### config.mk
export PLATFORM = sky130hd
export DESIGN_NAME = stack_engine_flat
export DESIGN_NICKNAME = d
export VERILOG_FILES = /design/src/rtl/stack_engine_if.sv /design/src/rtl/stack_engine.sv /design/src/flat_wrapper.sv
export SDC_FILE = /design/constraint.sdc
export NUM_CORES = 1
export LEC_CHECK = 0
export BUFFER_PORTS_ARGS = -buffer_cell sky130_fd_sc_hd__buf_2
export CAP_MARGIN = 20
export CORE_UTILIZATION = 25
export DETAILED_ROUTE_END_ITERATION = 8
export PLACE_DENSITY = 0.38
export SLEW_MARGIN = 20
export SYNTH_ARGS = -nofsm -noshare
export SYNTH_HDL_FRONTEND = slang
export SYNTH_SLANG_ARGS = --single-unit
### constraint.sdc
create_clock -name clk -period 7.7 [get_ports clk]
set_input_delay 0.385 -clock clk [delete_from_list [all_inputs] [get_ports clk]]
set_output_delay 0.385 -clock clk [all_outputs]
set_load 0.01 [all_outputs]
### src/rtl/stack_engine_if.sv
// Command/status bundle between the processor control and the stack engine.
interface stack_engine_if #(
  parameter int DATA_W = 8,
  parameter int ADDR_W = 4
);
  logic [1:0]        rw;
  logic [DATA_W-1:0] din;
  logic [DATA_W-1:0] r0;
  logic              err_clr;
  logic [DATA_W-1:0] dout;
  logic              dout_valid;
  logic [ADDR_W:0]   sp;
  logic              full;
  logic              empty;
  logic              overflow;
  logic              underflow;

  modport master (
    output rw, din, r0, err_clr,
    input  dout, dout_valid, sp, full, empty, overflow, underflow
  );

  modport slave (
    input  rw, din, r0, err_clr,
    output dout, dout_valid, sp, full, empty, overflow, underflow
  );
endinterface

### src/rtl/stack_engine.sv
// LIFO stack with on-chip storage, registered pop data and sticky error flags.
// Define STACK_WRAP_EN to turn a push-while-full into a circular overwrite.
module stack_engine #(
  parameter int DATA_W = 8,
  parameter int ADDR_W = 4
) (
  input logic           clk,
  input logic           rst,
  stack_engine_if.slave bus
);

  localparam int              DEPTH   = 2**ADDR_W;
  localparam logic [ADDR_W:0] DEPTH_C = (ADDR_W+1)'(DEPTH);
  localparam logic [ADDR_W:0] ONE_CNT = (ADDR_W+1)'(1);
  localparam logic [ADDR_W-1:0] ONE_TP = ADDR_W'(1);

  typedef enum logic [1:0] {
    CMD_IDLE = 2'b00,
    CMD_PUSH = 2'b01,
    CMD_POP  = 2'b10,
    CMD_LOAD = 2'b11
  } cmd_e;

  logic [DATA_W-1:0] r_mem [DEPTH];
  logic [ADDR_W-1:0] r_tp;
  logic [ADDR_W:0]   r_count;
  logic [DATA_W-1:0] r_dout;
  logic              r_dout_valid;
  logic              r_overflow;
  logic              r_underflow;

  cmd_e              w_cmd;
  logic              w_full;
  logic              w_empty;
  logic [ADDR_W-1:0] w_tp_inc;
  logic [ADDR_W-1:0] w_tp_dec;
  logic              w_push;
  logic              w_pop;
  logic              w_load;
  logic              w_mem_we;
  logic              w_pop_acc;
  logic              w_ovf_evt;
  logic              w_unf_evt;
  logic [ADDR_W:0]   w_load_count;

  function automatic logic load_exceeds(input logic [DATA_W-1:0] v);
    return 64'(v) > 64'(DEPTH);
  endfunction

  // Saturate an out-of-range load to a full stack; low bits of DEPTH are zero so tp wraps to 0.
  function automatic logic [ADDR_W:0] sat_load(input logic [DATA_W-1:0] v);
    return load_exceeds(v) ? DEPTH_C : (ADDR_W+1)'(v);
  endfunction

  assign w_cmd        = cmd_e'(bus.rw);
  assign w_full       = (r_count == DEPTH_C);
  assign w_empty      = (r_count == '0);
  assign w_tp_inc     = r_tp + ONE_TP;
  assign w_tp_dec     = r_tp - ONE_TP;
  assign w_push       = (w_cmd == CMD_PUSH);
  assign w_pop        = (w_cmd == CMD_POP);
  assign w_load       = (w_cmd == CMD_LOAD);
  assign w_pop_acc    = w_pop & ~w_empty;
  assign w_load_count = sat_load(bus.r0);
  assign w_ovf_evt    = (w_push & w_full) | (w_load & load_exceeds(bus.r0));
  assign w_unf_evt    = w_pop & w_empty;

`ifdef STACK_WRAP_EN
  assign w_mem_we = w_push & ~rst;
`else
  assign w_mem_we = w_push & ~w_full & ~rst;
`endif

  always_ff @(posedge clk) begin
    if (w_mem_we) begin
      r_mem[r_tp] <= bus.din;
    end
  end

  // Pop data is registered: dout/dout_valid appear the cycle after the accepted pop.
  always_ff @(posedge clk) begin
    if (rst) begin
      r_tp         <= '0;
      r_count      <= '0;
      r_dout       <= '0;
      r_dout_valid <= 1'b0;
      r_overflow   <= 1'b0;
      r_underflow  <= 1'b0;
    end else begin
      r_dout_valid <= w_pop_acc;
      if (w_pop_acc) begin
        r_dout <= r_mem[w_tp_dec];
      end
      case (w_cmd)
        CMD_PUSH: begin
          if (w_mem_we) begin
            r_tp <= w_tp_inc;
          end
          if (!w_full) begin
            r_count <= r_count + ONE_CNT;
          end
        end
        CMD_POP: begin
          if (!w_empty) begin
            r_tp    <= w_tp_dec;
            r_count <= r_count - ONE_CNT;
          end
        end
        CMD_LOAD: begin
          r_count <= w_load_count;
          r_tp    <= w_load_count[ADDR_W-1:0];
        end
        default: begin
        end
      endcase
      // A new error event beats a simultaneous clear.
      r_overflow  <= w_ovf_evt | (r_overflow & ~bus.err_clr);
      r_underflow <= w_unf_evt | (r_underflow & ~bus.err_clr);
    end
  end

  assign bus.dout       = r_dout;
  assign bus.dout_valid = r_dout_valid;
  assign bus.sp         = r_count;
  assign bus.full       = w_full;
  assign bus.empty      = w_empty;
  assign bus.overflow   = r_overflow;
  assign bus.underflow  = r_underflow;

endmodule

### src/flat_wrapper.sv
// flat-port wrapper written by rule: the top's interface ports become plain ports
module stack_engine_flat 
#(
  parameter int DATA_W = 8,
  parameter int ADDR_W = 4
)
  (clk, rst, bus_rw, bus_din, bus_r0, bus_err_clr, bus_dout, bus_dout_valid, bus_sp, bus_full, bus_empty, bus_overflow, bus_underflow);
  stack_engine_if #(.DATA_W(DATA_W), .ADDR_W(ADDR_W)) bus_i ();
  input logic clk;
  input logic rst;
  input wire logic [$bits(bus_i.rw)-1:0] bus_rw;
  input wire logic [$bits(bus_i.din)-1:0] bus_din;
  input wire logic [$bits(bus_i.r0)-1:0] bus_r0;
  input wire logic [$bits(bus_i.err_clr)-1:0] bus_err_clr;
  output wire logic [$bits(bus_i.dout)-1:0] bus_dout;
  output wire logic [$bits(bus_i.dout_valid)-1:0] bus_dout_valid;
  output wire logic [$bits(bus_i.sp)-1:0] bus_sp;
  output wire logic [$bits(bus_i.full)-1:0] bus_full;
  output wire logic [$bits(bus_i.empty)-1:0] bus_empty;
  output wire logic [$bits(bus_i.overflow)-1:0] bus_overflow;
  output wire logic [$bits(bus_i.underflow)-1:0] bus_underflow;
  assign bus_i.rw = bus_rw;
  assign bus_i.din = bus_din;
  assign bus_i.r0 = bus_r0;
  assign bus_i.err_clr = bus_err_clr;
  assign bus_dout = bus_i.dout;
  assign bus_dout_valid = bus_i.dout_valid;
  assign bus_sp = bus_i.sp;
  assign bus_full = bus_i.full;
  assign bus_empty = bus_i.empty;
  assign bus_overflow = bus_i.overflow;
  assign bus_underflow = bus_i.underflow;
  stack_engine #(.DATA_W(DATA_W), .ADDR_W(ADDR_W)) u_core (.clk(clk), .rst(rst), .bus(bus_i));
endmodule
Word-level counts from Yosys, hierarchy flattened. Memories as Yosys holds them, arrays and structs flattened. A register that Yosys moved wholly into a read port is not among the register bits. Index checks and enable logic that the tools add are counted.

Add/sub/neg operators: 4. Multipliers: 0. Divide/modulo/power cells: 0. $lt $le $gt $ge: 1. Equal/unequal tests: 7. Shifts and indexed selects: 0. Mux-type cells: 9. Bitwise gates (word level): 15. Reductions and logical operators: 4.

Operators by type and width (count): $mux W5 (3); $pmux W5 S3 (1); $pmux W4 S3 (1); $and A1 B1 Y1 (8); $gt A8 B5 Y1 const B (1); $mux W4 (2); $ne A2 B2 Y1 const B (3); $reduce_and A3 Y1 (2); $add A5 B1 Y5 const B (1); $eq A5 B5 Y1 const B (1); $logic_not A5 Y1 (1); $sub A5 B1 Y5 const B (1); $add A4 B1 Y4 const B (1); $eq A2 B2 Y1 const B (2); $not A1 Y1 (4); $sub A4 B1 Y4 const B (1); $or A1 B1 Y1 (3); $reduce_bool A3 Y1 (1); $eq A2 B1 Y1 const B (1); $mux W1 (2).

Register bits: 12. Latch bits: 0. Bits in writable memories: 128. Bits in read-only memories: 0. Bits of input ports: 21. Output and inout port bits: 18. Logic and storage cells: 46. Memories: 1.

Memory list: u_core.r_mem (words 16, bits a word 8, read ports 1, clocked after Yosys merged registers in 1, wr ports 1, RTL line stack_engine.sv:24) `logic [DATA_W-1:0] r_mem [DEPTH];`.

Depth between registers and ports, before layout.
Word-level depth: 6. Gate-level depth with buffers: 10. Mapped depth without buffers: 8.

Least setup slack after synthesis. OpenSTA, ideal clock, no wires.

Path kind: reg-to-reg. Start: reg u_core.r_tp[0]. End: reg u_core.r_dout[1] (netlist: u_core.bus.dout[1]) (read register of u_core.r_mem). Setup time: 0.120 ns. Arrival time: 2.485 ns. Required time: 7.580 ns. Setup slack: 5.095 ns. Stages on the path, launching flop included: 11. Buffers on the path: 4. Clock period less this slack: 2.605 ns. Cells stage by stage: dfxtp_1 > buf_4 > buf_2 > inv_1 > ha_1 > clkbuf_1 > buf_1 > mux4_2 > nand2_1 > a21oi_1 > a211o_1.

Word-level cells in the longest chain between the ends: 1.

Ends and longest elaborated chain: start, declared (RTL line stack_engine.sv:25) `logic [ADDR_W-1:0] r_tp;`; start signal, assigned (RTL line stack_engine.sv:97) `r_tp <= w_tp_inc;`; start signal, assigned (RTL line stack_engine.sv:105) `r_tp <= w_tp_dec;`; start signal, assigned (RTL line stack_engine.sv:111) `r_tp <= w_load_count[ADDR_W-1:0];`; $sub A4 B1 Y4 (RTL line stack_engine.sv:59) `assign w_tp_dec = r_tp - ONE_TP;`; end, declared (RTL line stack_engine.sv:27) `logic [DATA_W-1:0] r_dout;`.

Every way passes these cells. A chain may end at the register's enable or synchronous reset.

Worst setup path in the final report.
Start: reg u_core.r_count[2] (netlist: u_core.bus.sp[2]). End: mem u_core.r_mem[14][2] (enable).

Word-level cells in the longest chain between the ends: 6.

Ends and longest elaborated chain: start, declared (RTL line stack_engine.sv:26) `logic [ADDR_W:0] r_count;`; start signal, assigned (RTL line stack_engine.sv:100) `r_count <= r_count + ONE_CNT;`; start signal, assigned (RTL line stack_engine.sv:106) `r_count <= r_count - ONE_CNT;`; start signal, assigned (RTL line stack_engine.sv:110) `r_count <= w_load_count;`; $eq A5 B5 Y1 (RTL line stack_engine.sv:56) `assign w_full = (r_count == DEPTH_C);`; $not A1 Y1 (RTL line stack_engine.sv:71) `assign w_mem_we = w_push & ~w_full & ~rst;`; $and A1 B1 Y1 (2 in a row) (RTL line stack_engine.sv:71); $mux W1 (RTL line stack_engine.sv:75) `if (w_mem_we) begin`; $mux W1 (implied by the code) (RTL line stack_engine.sv:76) `r_mem[r_tp] <= bus.din;`; end, declared (RTL line stack_engine.sv:24).

Every way passes these cells.

==> results_dict.tcl <==
set metrics [dict create \
    outcome "finished, final reports clean" \
    ctsRootBufferMaster "clkbuf_16" \
    slew_viol_final 0 \
    viasPerCell 4.48 \
    setup_viol 0 \
    cts_setup_buffers 0 \
    period_share_pct 37.9 \
    cp-end-kind "flop" \
    r2r-end "u_core.r_mem[14][2]" \
    synth_top_family_by_area "multiplexers" \
    die_w_um 160 \
    yosys_warnings 0 \
    rsz0062_at_grt "no" \
    yosys.area_share.simple_pct 7.96 \
    vdd_ir_drop_max_mv 0.159 \
    synth_xor_area_share_pct 0.564 \
    hold_viol_final 0 \
    synthMuxAreaShare_pct 11.8 \
    finalCriticalPeriod_ns 2.92 \
    worst-setup-path-type "reg2reg" \
    critical_path_required_ns 7.74 \
    max_freq_ghz 0.343 \
    pin_count 39 \
    seqCellArea_sq_um 4250 \
    rows 57 \
    clk-insertion-delay-late_ns 0.42 \
    synthesis.area_sq_um 6210 \
    slew_headroom_pct 30.8 \
    rrSetupSlack_ns 4.78 \
    initial_core_util_pct 25.5 \
    ant_nets 0 \
    die_h_um 160 \
    ys_seq_area_share_pct 68.4 \
    cp.arrival_ns 2.96 \
    cts_tree "yes" \
    ctsHoldBuffers 0 \
    core_area_sq_um 24300 \
    synth_compound_area_share_pct 7.68 \
    worstMarginPinSlew_ns 1.03 \
    fin_worst_skew_ns 0.00598 \
    antennaDiodeCount 0 \
    hold_path_end "u_core.bus.overflow" \
    ff2ff_path_depth 5 \
    ys.flop_type "edfxtp_1" \
    synth_nets 414 \
    synthAdderAreaFrac_pct 1.21 \
    overflow 0 \
    dr.pass1.iters 4 \
    htree_levels 4 \
    grt_pass1_wl_mm 23.5 \
    layout-drive-gt1-share_pct 27.6 \
    place_congestion 0.718 \
    grt_usage_pct 12.8 \
    syn_avg_cell_area_sq_um 16.0 \
    grt_pass1_vias 3601 \
    final_cell_mix "128 x edfxtp_1, 43 x nand2_1, 38 x buf_2" \
    synth-seq-cells 148 \
    portBuffers 38 \
    p_per_area_nw_per_um2 284 \
    clk_pin_slew_worst_paths_ns 0.06 \
    multi_input_area_sq_um 1820 \
    max-cap-violations 0 \
    cts_buffer_depth 2 \
    fillers 2396 \
    synth_edf_count 128 \
    cts_made_buffers 17 \
    tns_ns 0 \
    hold_path.startpoint "bus_err_clr" \
    crit_fanout 13 \
    async_flop_share_pct 0 \
    dpl_cell_area_sq_um 6730 \
    routedWlPerCell_um 19.9 \
    rr_startpoint "u_core.bus.sp[2]" \
    initialDrtViolationCount 221 \
    die_area_sq_um 25500 \
    antenna_found_initial 0 \
    hold_depth 3 \
    clock_sinks 148 \
    startpoint_type "flop" \
    layout_commonest_cell "edfxtp_1" \
    wirelength_mm 15.2 \
    area_growth_pct 17.8 \
    dpl.hpwl_mm 9.86 \
    fin_area_sq_um 7310 \
    num_vias 3417 \
    nets 453 \
    hold_path_class "in2reg" \
    cts_resized 0 \
    p_leak_nw 2.43 \
    grt_start_max_net_pins 39 \
    yosysUniqueCellTypes 52 \
    drcViolationCount 0 \
    postSynthCellCount 387 \
]
cell families (layout without fill, tap and decap cells):
family / count (synthesis) / after routing
flip-flops: 148 / 148
XOR/XNOR: 4 / 4
buffers and inverters: 30 / 82
AND/OR/NAND/NOR: 100 / 100
adder cells (fa/ha/maj): 6 / 6
AO/OA/AOI/OAI: 66 / 66
multiplexers: 33 / 33
cell type report:
class | count | area share (%)
Sequential cell | 148 | 58.0
Timing Repair Buffer | 45 | 3.32
Multi-Input combinational cell | 209 | 24.9
Tap cell | 324 | 5.54
Clock inverter | 9 | 1.40
Clock buffer | 23 | 6.53
Inverter | 5 | 0.257
worst max-delay path: stages, from the launching register on:
cell	delay (ns)
dfxtp_1	0.57
nor4_1	0.16
and2_1	0.23
nor4_1	0.49
nand2_1	0.25
nor2_1	0.83
synth_stat cells (all sizes together) (2+ instances only):
cell,number,area share (%)
nand3b,2,0.24
a211o,9,1.3
a21oi,23,1.9
mux4,32,12
a31oi,2,0.20
o221ai,2,0.28
or4,4,0.60
nand2,43,2.6
ha,6,1.2
nor4,3,0.30
o21ai,6,0.54
a221o,2,0.32
a22oi,5,0.60
inv,5,0.30
dfxtp,20,6.5
nor2b,2,0.20
o22ai,2,0.20
a211oi,7,1.2
or4b,2,0.32
o211ai,2,0.24
xnor2,3,0.42
clkbuf,11,0.69
nand2b,4,0.40
nor3,8,0.81
nor2,27,1.9
buf,14,1.5
edfxtp,128,62
how the worst max path moves through the flow:
stage	start	to	slack, ns	depth (start not counted)
global placement	u_core.bus.sp[1]	u_core.r_mem[15][6]	4.67	5
floorplan	u_core.r_tp[0]	u_core.bus.dout[1]	5.10	10
CTS	u_core.bus.sp[2]	u_core.r_mem[13][2]	4.68	5
finish	u_core.bus.sp[2]	u_core.r_mem[14][2]	4.78	5
detailed placement	u_core.bus.sp[2]	u_core.r_mem[13][2]	4.68	5
global route	u_core.bus.sp[2]	u_core.r_mem[12][4]	4.47	5
power by group:
| part | internal, mW | switching [mW] |
|---|---|---|
| combinational | 0.140 | 0.201 |
| clock | 0.501 | 0.313 |
| sequential | 0.894 | 0.0290 |
registers in the layout, summed over array words and instances, names as in the netlist:
register	flops
u_core.bus.overflow	1
u_core.bus.dout_valid	1
u_core.r_tp	4
u_core.bus.dout	8
u_core.bus.underflow	1
u_core.r_mem	128
u_core.bus.sp	5
per-stage QoR:
step                      hold slack, ns  setup WS, ns  utilization [%]  std cells  power, mW
final                              0.247          4.78             30.1        763       2.08
after global routing               0.256          4.47             30.1        763       2.17
after CTS                          0.229          4.68             30.1        763       2.11
after detailed placement           0.459          4.68             27.7        731       1.29
after global placement             0.460          4.67             27.6        731       1.29
after floorplan                    0.484          5.10                -        387       1.17
per-layer routing:
layer	share of wire [%]	global-route usage [%]	vias up
li1	-	-	1606
met1	49	17.4	1741
met2	47	19.8	54
met3	2.8	3.20	16
met4	1.5	4.46	0
met5	0	0	-
Power figures use the tool's default switching activity.
